--- config.mk ---
export PLATFORM = sky130hd
export DESIGN_NAME = pwm_burst_mc_flat
export DESIGN_NICKNAME = d
export VERILOG_FILES = /design/src/rtl/pwm_burst_mc_if.sv /design/src/rtl/pwm_burst_mc.sv /design/src/flat_wrapper.sv
export SDC_FILE = /design/constraint.sdc
export NUM_CORES = 2
export LEC_CHECK = 0
export ABC_AREA = 0
export ABC_CLOCK_PERIOD_IN_PS = 24500
export CAP_MARGIN = 30
export CORE_MARGIN = 10
export CORE_UTILIZATION = 50
export CTS_CLUSTER_DIAMETER = 120
export CTS_CLUSTER_SIZE = 40
export DETAILED_ROUTE_END_ITERATION = 7
export GPL_TIMING_DRIVEN = 1
export PLACE_DENSITY = 0.74
export SKIP_LAST_GASP = 1
export SYNTH_ARGS = -nofsm -noshare
export SYNTH_HDL_FRONTEND = slang
export SYNTH_SLANG_ARGS = --single-unit
--- constraint.sdc ---
create_clock -name io_clk -period 24.5 [get_ports io_clk]
set_clock_uncertainty 0.2 [all_clocks]
set_input_delay 3.675 -clock io_clk [delete_from_list [all_inputs] [get_ports io_clk]]
set_output_delay 3.675 -clock io_clk [all_outputs]
set_load 0.005 [all_outputs]
--- src/rtl/pwm_burst_mc_if.sv ---
// Parameter/status bundle between the control register bank (master) and pwm_burst_mc (slave).
interface pwm_burst_mc_if #(
    parameter int _RAM_WIDTH = 32,
    parameter int _CH_NUM    = 4
);
    logic [_CH_NUM-1:0]            io_en;
    logic [_CH_NUM-1:0]            io_defaultLevel;
    logic [_CH_NUM*_RAM_WIDTH-1:0] io_pulseWidth;
    logic [_CH_NUM*_RAM_WIDTH-1:0] io_unaccessWidth;
    logic [_CH_NUM*_RAM_WIDTH-1:0] io_pusle_times;
    logic [_CH_NUM*_RAM_WIDTH-1:0] io_trigDelay;
    logic [_CH_NUM-1:0]            io_pulseOut;
    logic [_CH_NUM-1:0]            pulse_valid;
    logic [_CH_NUM-1:0]            pulse_busy;

    modport master (
        output io_en, io_defaultLevel, io_pulseWidth, io_unaccessWidth, io_pusle_times, io_trigDelay,
        input  io_pulseOut, pulse_valid, pulse_busy
    );

    modport slave (
        input  io_en, io_defaultLevel, io_pulseWidth, io_unaccessWidth, io_pusle_times, io_trigDelay,
        output io_pulseOut, pulse_valid, pulse_busy
    );
endinterface

--- src/rtl/pwm_burst_mc.sv ---
// Multi-channel burst pulse generator: per channel, N pulses (N==0: continuous) of W active / G idle clocks.
// Define PWM_TRIG_DELAY_EN to compile in the per-channel start delay (DELAY state, io_trigDelay).
module pwm_burst_mc #(
    parameter int _RAM_WIDTH = 32,
    parameter int _CH_NUM    = 4
) (
    input  logic          io_clk,
    input  logic          io_rst,
    pwm_burst_mc_if.slave bus
);
    localparam int RW = _RAM_WIDTH;
    localparam logic [RW-1:0] ZERO = {RW{1'b0}};
    localparam logic [RW-1:0] ONE  = {{(RW-1){1'b0}}, 1'b1};

    typedef enum logic [1:0] {
        S_IDLE   = 2'd0,
        S_DELAY  = 2'd1,
        S_ACTIVE = 2'd2,
        S_GAP    = 2'd3
    } state_t;

    for (genvar g = 0; g < _CH_NUM; g++) begin : g_ch
        state_t        r_state, w_state;
        logic [RW-1:0] r_cnt, w_cnt;
        logic [RW-1:0] r_rem, w_rem;
        logic [RW-1:0] r_w, w_w;
        logic [RW-1:0] r_g, w_g;
        logic          r_cont, w_cont;
        logic          r_lvl, w_lvl;
        logic          r_out, w_out;
        logic          r_valid, w_valid;
        logic          r_busy;
        logic          r_en_d;
        logic [RW-1:0] w_in_w, w_in_g, w_in_n, w_rem_dec;
        logic          w_def, w_start, w_abort;
`ifdef PWM_TRIG_DELAY_EN
        logic [RW-1:0] w_in_d;
        assign w_in_d = bus.io_trigDelay[g*RW +: RW];
`endif

        assign w_in_w    = bus.io_pulseWidth[g*RW +: RW];
        assign w_in_g    = bus.io_unaccessWidth[g*RW +: RW];
        assign w_in_n    = bus.io_pusle_times[g*RW +: RW];
        assign w_def     = bus.io_defaultLevel[g];
        assign w_start   = bus.io_en[g] & ~r_en_d;
        assign w_abort   = (r_state != S_IDLE) & ~bus.io_en[g];
        // Continuous mode never counts down, so the burst count cannot underflow
        assign w_rem_dec = (r_cont || (r_rem == ZERO)) ? r_rem : (r_rem - ONE);

        // Next-state and next-output decode; the output register is loaded from this
        always_comb begin
            w_state = r_state;
            w_cnt   = r_cnt;
            w_rem   = r_rem;
            w_w     = r_w;
            w_g     = r_g;
            w_cont  = r_cont;
            w_lvl   = r_lvl;
            w_out   = r_out;
            w_valid = 1'b0;
            case (r_state)
                S_IDLE: begin
                    w_out = w_def;
                    if (w_start) begin
                        w_w    = w_in_w;
                        w_g    = w_in_g;
                        w_rem  = w_in_n;
                        w_cont = (w_in_n == ZERO);
                        w_lvl  = w_def;
                        if (w_in_w == ZERO) begin
                            w_valid = 1'b1;
                        end
`ifdef PWM_TRIG_DELAY_EN
                        else if (w_in_d != ZERO) begin
                            w_state = S_DELAY;
                            w_cnt   = w_in_d - ONE;
                        end
`endif
                        else begin
                            w_state = S_ACTIVE;
                            w_cnt   = w_in_w - ONE;
                            w_out   = ~w_def;
                        end
                    end else begin
                        w_cnt = ZERO;
                    end
                end
`ifdef PWM_TRIG_DELAY_EN
                S_DELAY: begin
                    if (r_cnt == ZERO) begin
                        w_state = S_ACTIVE;
                        w_cnt   = r_w - ONE;
                        w_out   = ~r_lvl;
                    end else begin
                        w_cnt = r_cnt - ONE;
                        w_out = r_lvl;
                    end
                end
`endif
                S_ACTIVE: begin
                    if (r_cnt != ZERO) begin
                        w_cnt = r_cnt - ONE;
                        w_out = ~r_lvl;
                    end else begin
                        w_rem = w_rem_dec;
                        if (r_g != ZERO) begin
                            w_state = S_GAP;
                            w_cnt   = r_g - ONE;
                            w_out   = r_lvl;
                        end else if (r_cont || (w_rem_dec != ZERO)) begin
                            // Zero-length gap: next pulse starts back-to-back
                            w_cnt = r_w - ONE;
                            w_out = ~r_lvl;
                        end else begin
                            w_state = S_IDLE;
                            w_valid = 1'b1;
                            w_out   = w_def;
                        end
                    end
                end
                S_GAP: begin
                    if (r_cnt != ZERO) begin
                        w_cnt = r_cnt - ONE;
                        w_out = r_lvl;
                    end else if (r_cont || (r_rem != ZERO)) begin
                        w_state = S_ACTIVE;
                        w_cnt   = r_w - ONE;
                        w_out   = ~r_lvl;
                    end else begin
                        w_state = S_IDLE;
                        w_valid = 1'b1;
                        w_out   = w_def;
                    end
                end
                default: begin
                    w_state = S_IDLE;
                    w_out   = w_def;
                end
            endcase
            if (w_abort) begin
                w_state = S_IDLE;
                w_cnt   = ZERO;
                w_valid = 1'b1;
                w_out   = w_def;
            end else begin
                w_cnt = w_cnt;
            end
        end

        // Channel state, shadows and registered outputs
        always_ff @(posedge io_clk or posedge io_rst) begin
            if (io_rst) begin
                r_state <= S_IDLE;
                r_cnt   <= ZERO;
                r_rem   <= ZERO;
                r_w     <= ZERO;
                r_g     <= ZERO;
                r_cont  <= 1'b0;
                r_lvl   <= 1'b0;
                r_out   <= 1'b0;
                r_valid <= 1'b0;
                r_busy  <= 1'b0;
                r_en_d  <= 1'b0;
            end else begin
                r_state <= w_state;
                r_cnt   <= w_cnt;
                r_rem   <= w_rem;
                r_w     <= w_w;
                r_g     <= w_g;
                r_cont  <= w_cont;
                r_lvl   <= w_lvl;
                r_out   <= w_out;
                r_valid <= w_valid;
                r_busy  <= (w_state != S_IDLE);
                r_en_d  <= bus.io_en[g];
            end
        end

        assign bus.io_pulseOut[g] = r_out;
        assign bus.pulse_valid[g] = r_valid;
        assign bus.pulse_busy[g]  = r_busy;
    end
endmodule

--- src/flat_wrapper.sv ---
// flat-port wrapper written by rule: the top's interface ports become plain ports
module pwm_burst_mc_flat 
#(
    parameter int _RAM_WIDTH = 32,
    parameter int _CH_NUM    = 4
)
  (io_clk, io_rst, bus_io_en, bus_io_defaultLevel, bus_io_pulseWidth, bus_io_unaccessWidth, bus_io_pusle_times, bus_io_trigDelay, bus_io_pulseOut, bus_pulse_valid, bus_pulse_busy);
  pwm_burst_mc_if #(._RAM_WIDTH(_RAM_WIDTH), ._CH_NUM(_CH_NUM)) bus_i ();
  input  logic io_clk;
  input  logic io_rst;
  input wire logic [$bits(bus_i.io_en)-1:0] bus_io_en;
  input wire logic [$bits(bus_i.io_defaultLevel)-1:0] bus_io_defaultLevel;
  input wire logic [$bits(bus_i.io_pulseWidth)-1:0] bus_io_pulseWidth;
  input wire logic [$bits(bus_i.io_unaccessWidth)-1:0] bus_io_unaccessWidth;
  input wire logic [$bits(bus_i.io_pusle_times)-1:0] bus_io_pusle_times;
  input wire logic [$bits(bus_i.io_trigDelay)-1:0] bus_io_trigDelay;
  output wire logic [$bits(bus_i.io_pulseOut)-1:0] bus_io_pulseOut;
  output wire logic [$bits(bus_i.pulse_valid)-1:0] bus_pulse_valid;
  output wire logic [$bits(bus_i.pulse_busy)-1:0] bus_pulse_busy;
  assign bus_i.io_en = bus_io_en;
  assign bus_i.io_defaultLevel = bus_io_defaultLevel;
  assign bus_i.io_pulseWidth = bus_io_pulseWidth;
  assign bus_i.io_unaccessWidth = bus_io_unaccessWidth;
  assign bus_i.io_pusle_times = bus_io_pusle_times;
  assign bus_i.io_trigDelay = bus_io_trigDelay;
  assign bus_io_pulseOut = bus_i.io_pulseOut;
  assign bus_pulse_valid = bus_i.pulse_valid;
  assign bus_pulse_busy = bus_i.pulse_busy;
  pwm_burst_mc #(._RAM_WIDTH(_RAM_WIDTH), ._CH_NUM(_CH_NUM)) u_core (.io_clk(io_clk), .io_rst(io_rst), .bus(bus_i));
endmodule
==> flow_metrics.py <==
metrics = {
    "synth": {
        "synth_ff_type": "dfrtp_1",
        "synth-edff-count": 0,
        "netlist_area_um2": 39600,
        "synth_cells": 5027,
        "yosysSeqAreaShare_pct": 34.4,
        "syn-num-nets": 5577,
        "yosysWarnings": 0,
        "ys_types": 97,
        "syn_area_per_cell_um2": 7.88,
        "ys_seq_elements": 544,
        "async_reset_ff_share_pct": 100,
    },
    "drt": {
        "drt_first_iter_violations": 3523,
        "drc": 0,
        "route.detailed.wl_per_inst_um": 20.8,
        "via_per_inst": 6.17,
        "dr_total_vias": 38800,
        "firstDrtPassIters": 6,
        "ant_nets": 0,
        "wirelength_um": 131000,
    },
    "floorplanning": {
        "placementRows": 103,
        "initial_utilization_pct": 50.3,
        "io_pins": 534,
        "die-area_um2": 90800,
        "core-area_um2": 78700,
        "die_h_um": 301,
        "die_w_um": 301,
    },
    "global_routing": {
        "grt_pass1_vias": 36700,
        "grt_pass1_wl_um": 206000,
        "grt_max_degree": 106,
        "grt_use_total_pct": 27.6,
        "overflow": 0,
        "antenna_found_initial": 21,
    },
    "setup_path": {
        "cp.required_ps": 24780,
        "crit_path_start_kind": "input port",
        "end_kind": "flip-flop",
        "worstSetupPathType": "in2reg",
        "worst_ep_arrival_time_ps": 8250,
        "path_max_fanout": 32,
    },
    "power_and_ir_drop": {
        "p_per_area_nw_per_um2": 76.9,
        "p_leak_uw": 0.0176,
        "p_int_uw": 1960,
        "power_switching_share_pct": 43.9,
        "peakVddDrop_mv": 0.0608,
        "clkPwrFrac_pct": 16.4,
        "power_switching_uw": 1530,
        "power.share.combinational_pct": 40.4,
        "power_frac_seq_pct": 43.2,
    },
    "sta": {
        "fin_crit_ps": 7970,
        "tightest_slew_ps": 1050,
        "maxSlewHeadroom_pct": 29.5,
        "fin_hold_ws_ps": 316,
        "finalHoldViolCount": 0,
        "slew_violations": 0,
        "finalSetupViolCount": 0,
        "fmax_mhz": 125,
        "rsz0062_at_grt": "false",
        "setup_tns_ps": 0,
        "period_share_pct": 32.5,
    },
    "final_layout": {
        "fillers": 7222,
        "layout_commonest_cell": "nand2_1",
        "final_nets": 5770,
        "final_cell_mix": "nand2_1, dfrtp_1, clkdlybuf4s50_1, nor2_1, o21ai_0",
        "design_area_um2": 45300,
        "syn_to_final_growth_pct": 14.5,
        "drive_gt1_share_pct": 5.27,
    },
    "place": {
        "portBuffers": 405,
        "hpwl_um": 96400,
        "dpl-instance-area_um2": 44400,
        "routabilityCongestion": 0.951,
    },
    "clock_tree": {
        "cts_tree": "built",
        "insertion_delay_ps": 650,
        "h-tree-depth": 1,
        "cts_resized": 0,
        "post_cts_buffers": 0,
        "cts_sinks": 544,
        "cts.clk_slew.worst_paths_ps": 140,
        "cts_made_buffers": 23,
        "postCtsHoldBufs": 0,
        "clockBufferDepth": 3,
        "cts-root-buf": "clkbuf_16",
    },
    "hold_path": {
        "holdCritPathClass": "reg2reg",
    },
    "run": {
        "maxCapViolCount": 0,
    },
    "outcome": {
        "status": "completed",
    },
}
[through the flow]
stage	setup slack [ps]	cells	power, uW	utilization, %
after floorplan	5420	5027	2460	-
after global placement	16020	6240	2860	56.3
after detailed placement	15950	6242	2900	56.3
after CTS	16660	6282	3480	57.5
after global routing	16190	6289	3730	57.6
final	16530	6289	3490	57.6
[layer usage]
metal	vias to the layer above	part of all wire [%]	track usage [%]
met5	-	0.16	0
met4	32	2.9	8.45
met3	227	8.9	6.60
met2	1540	45	42.5
met1	18500	43	37.9
li1	18500	-	-
[logic make-up after synthesis]
logic type	Yosys count	share of synthesized area (%)
AOI/OAI and AO/OA	1125	18.7
xor gates and xnor gates	458	10.2
adders and majority gates	28	0.885
buffers and inverters	385	3.95
DFF	544	34.4
muxes	114	3.08
and+or+nand+nor	2373	28.8
[worst paths after layout]
path                                          from                  endpoint  slack [ps]  cells after the start
min reg2reg                 u_core.g_ch[3].r_w[31]    u_core.g_ch[3].r_w[31]         320                      2
max in group asynchronous                   io_rst      u_core.g_ch[0].r_lvl       17760                      5
min                         u_core.g_ch[3].r_w[31]    u_core.g_ch[3].r_w[31]         320                      2
min in group asynchronous                   io_rst  u_core.g_ch[1].r_rem[22]        3340                      2
max reg2reg                u_core.g_ch[0].r_rem[8]  u_core.g_ch[0].r_cnt[29]       19300                     10
max                          bus_io_pulseWidth[32]   u_core.g_ch[1].r_cnt[0]       16530                     13
[synthesized netlist by cell type, drive strengths merged (9+ instances only)]
cell type  count  share of area (%)
a31oi         24               0.38
inv           82               0.78
nand4b        11               0.24
a21oi        276                3.5
nor3         229                2.9
o31a           9               0.20
o21ai        317                4.0
and4          12               0.27
and2          13               0.21
o211ai        60                1.1
ha            28               0.88
o41ai         13               0.29
mux2          64                1.8
nor4         195                3.2
or2           17               0.27
o32ai         36                1.3
nor2b         18               0.28
mux2i         50                1.3
buf           47               0.75
nand4         61               0.96
nand2b        42               0.66
a32oi         30               0.66
o2bb2ai       56                1.2
o22ai         73                1.2
nand2        996                9.4
nor2         385                3.7
xnor2        225                5.0
and3          27               0.43
a211oi        38               0.72
clkbuf       255                2.4
or3           81                1.3
a22oi         58                1.1
nand3        113                1.4
nor3b         14               0.27
dfrtp        544                 34
or4           97                1.9
o31ai         29               0.55
nand3b        24               0.46
nor4b         13               0.33
xor2         233                5.2
[worst max-delay path: stages]
cell and delay [ps]:
clkdlybuf4s50_1 550, inv_1 110, ha_1 200, nor4b_1 540, nand3_1 340, nor3_1 500, nand3_1 210, or4_1 600
o21ai_0 500, o22ai_1 220, a31oi_4 190, buf_4 470, o32ai_2 140
[state kept, by name, indices dropped and copies added (netlist names)]
| signal | count |
|---|---|
| u_core.g_ch.r_g | 128 |
| u_core.g_ch.r_state | 8 |
| u_core.g_ch.r_en_d | 4 |
| u_core.g_ch.r_busy | 4 |
| u_core.g_ch.r_cnt | 128 |
| u_core.g_ch.r_out | 4 |
| u_core.g_ch.r_w | 128 |
| u_core.g_ch.r_valid | 4 |
| u_core.g_ch.r_cont | 4 |
| u_core.g_ch.r_lvl | 4 |
| u_core.g_ch.r_rem | 128 |
[power by group through the flow]
stage	Clock [uW]	Sequential, uW	Combinational, uW
6_report	573	1510	1410
3_5_place_dp	0	1510	1390
2_1_floorplan	0	1380	1080
3_3_place_gp	0	1500	1360
4_1_cts	588	1490	1390
5_1_grt	613	1550	1570
[cell type report]
cell class | count | area, um2 | share of cell area [%]
diodes | 4 | 10.0 | 0.0221
clock buffers | 24 | 579 | 1.28
multi-input cells | 4098 | 24600 | 54.2
flip-flops and latches | 544 | 13600 | 30.0
clock inverters | 16 | 330 | 0.729
inverters | 83 | 319 | 0.704
well taps | 1050 | 1310 | 2.90
repair buffers | 470 | 4590 | 10.1
Power figures use the tool's default switching activity.
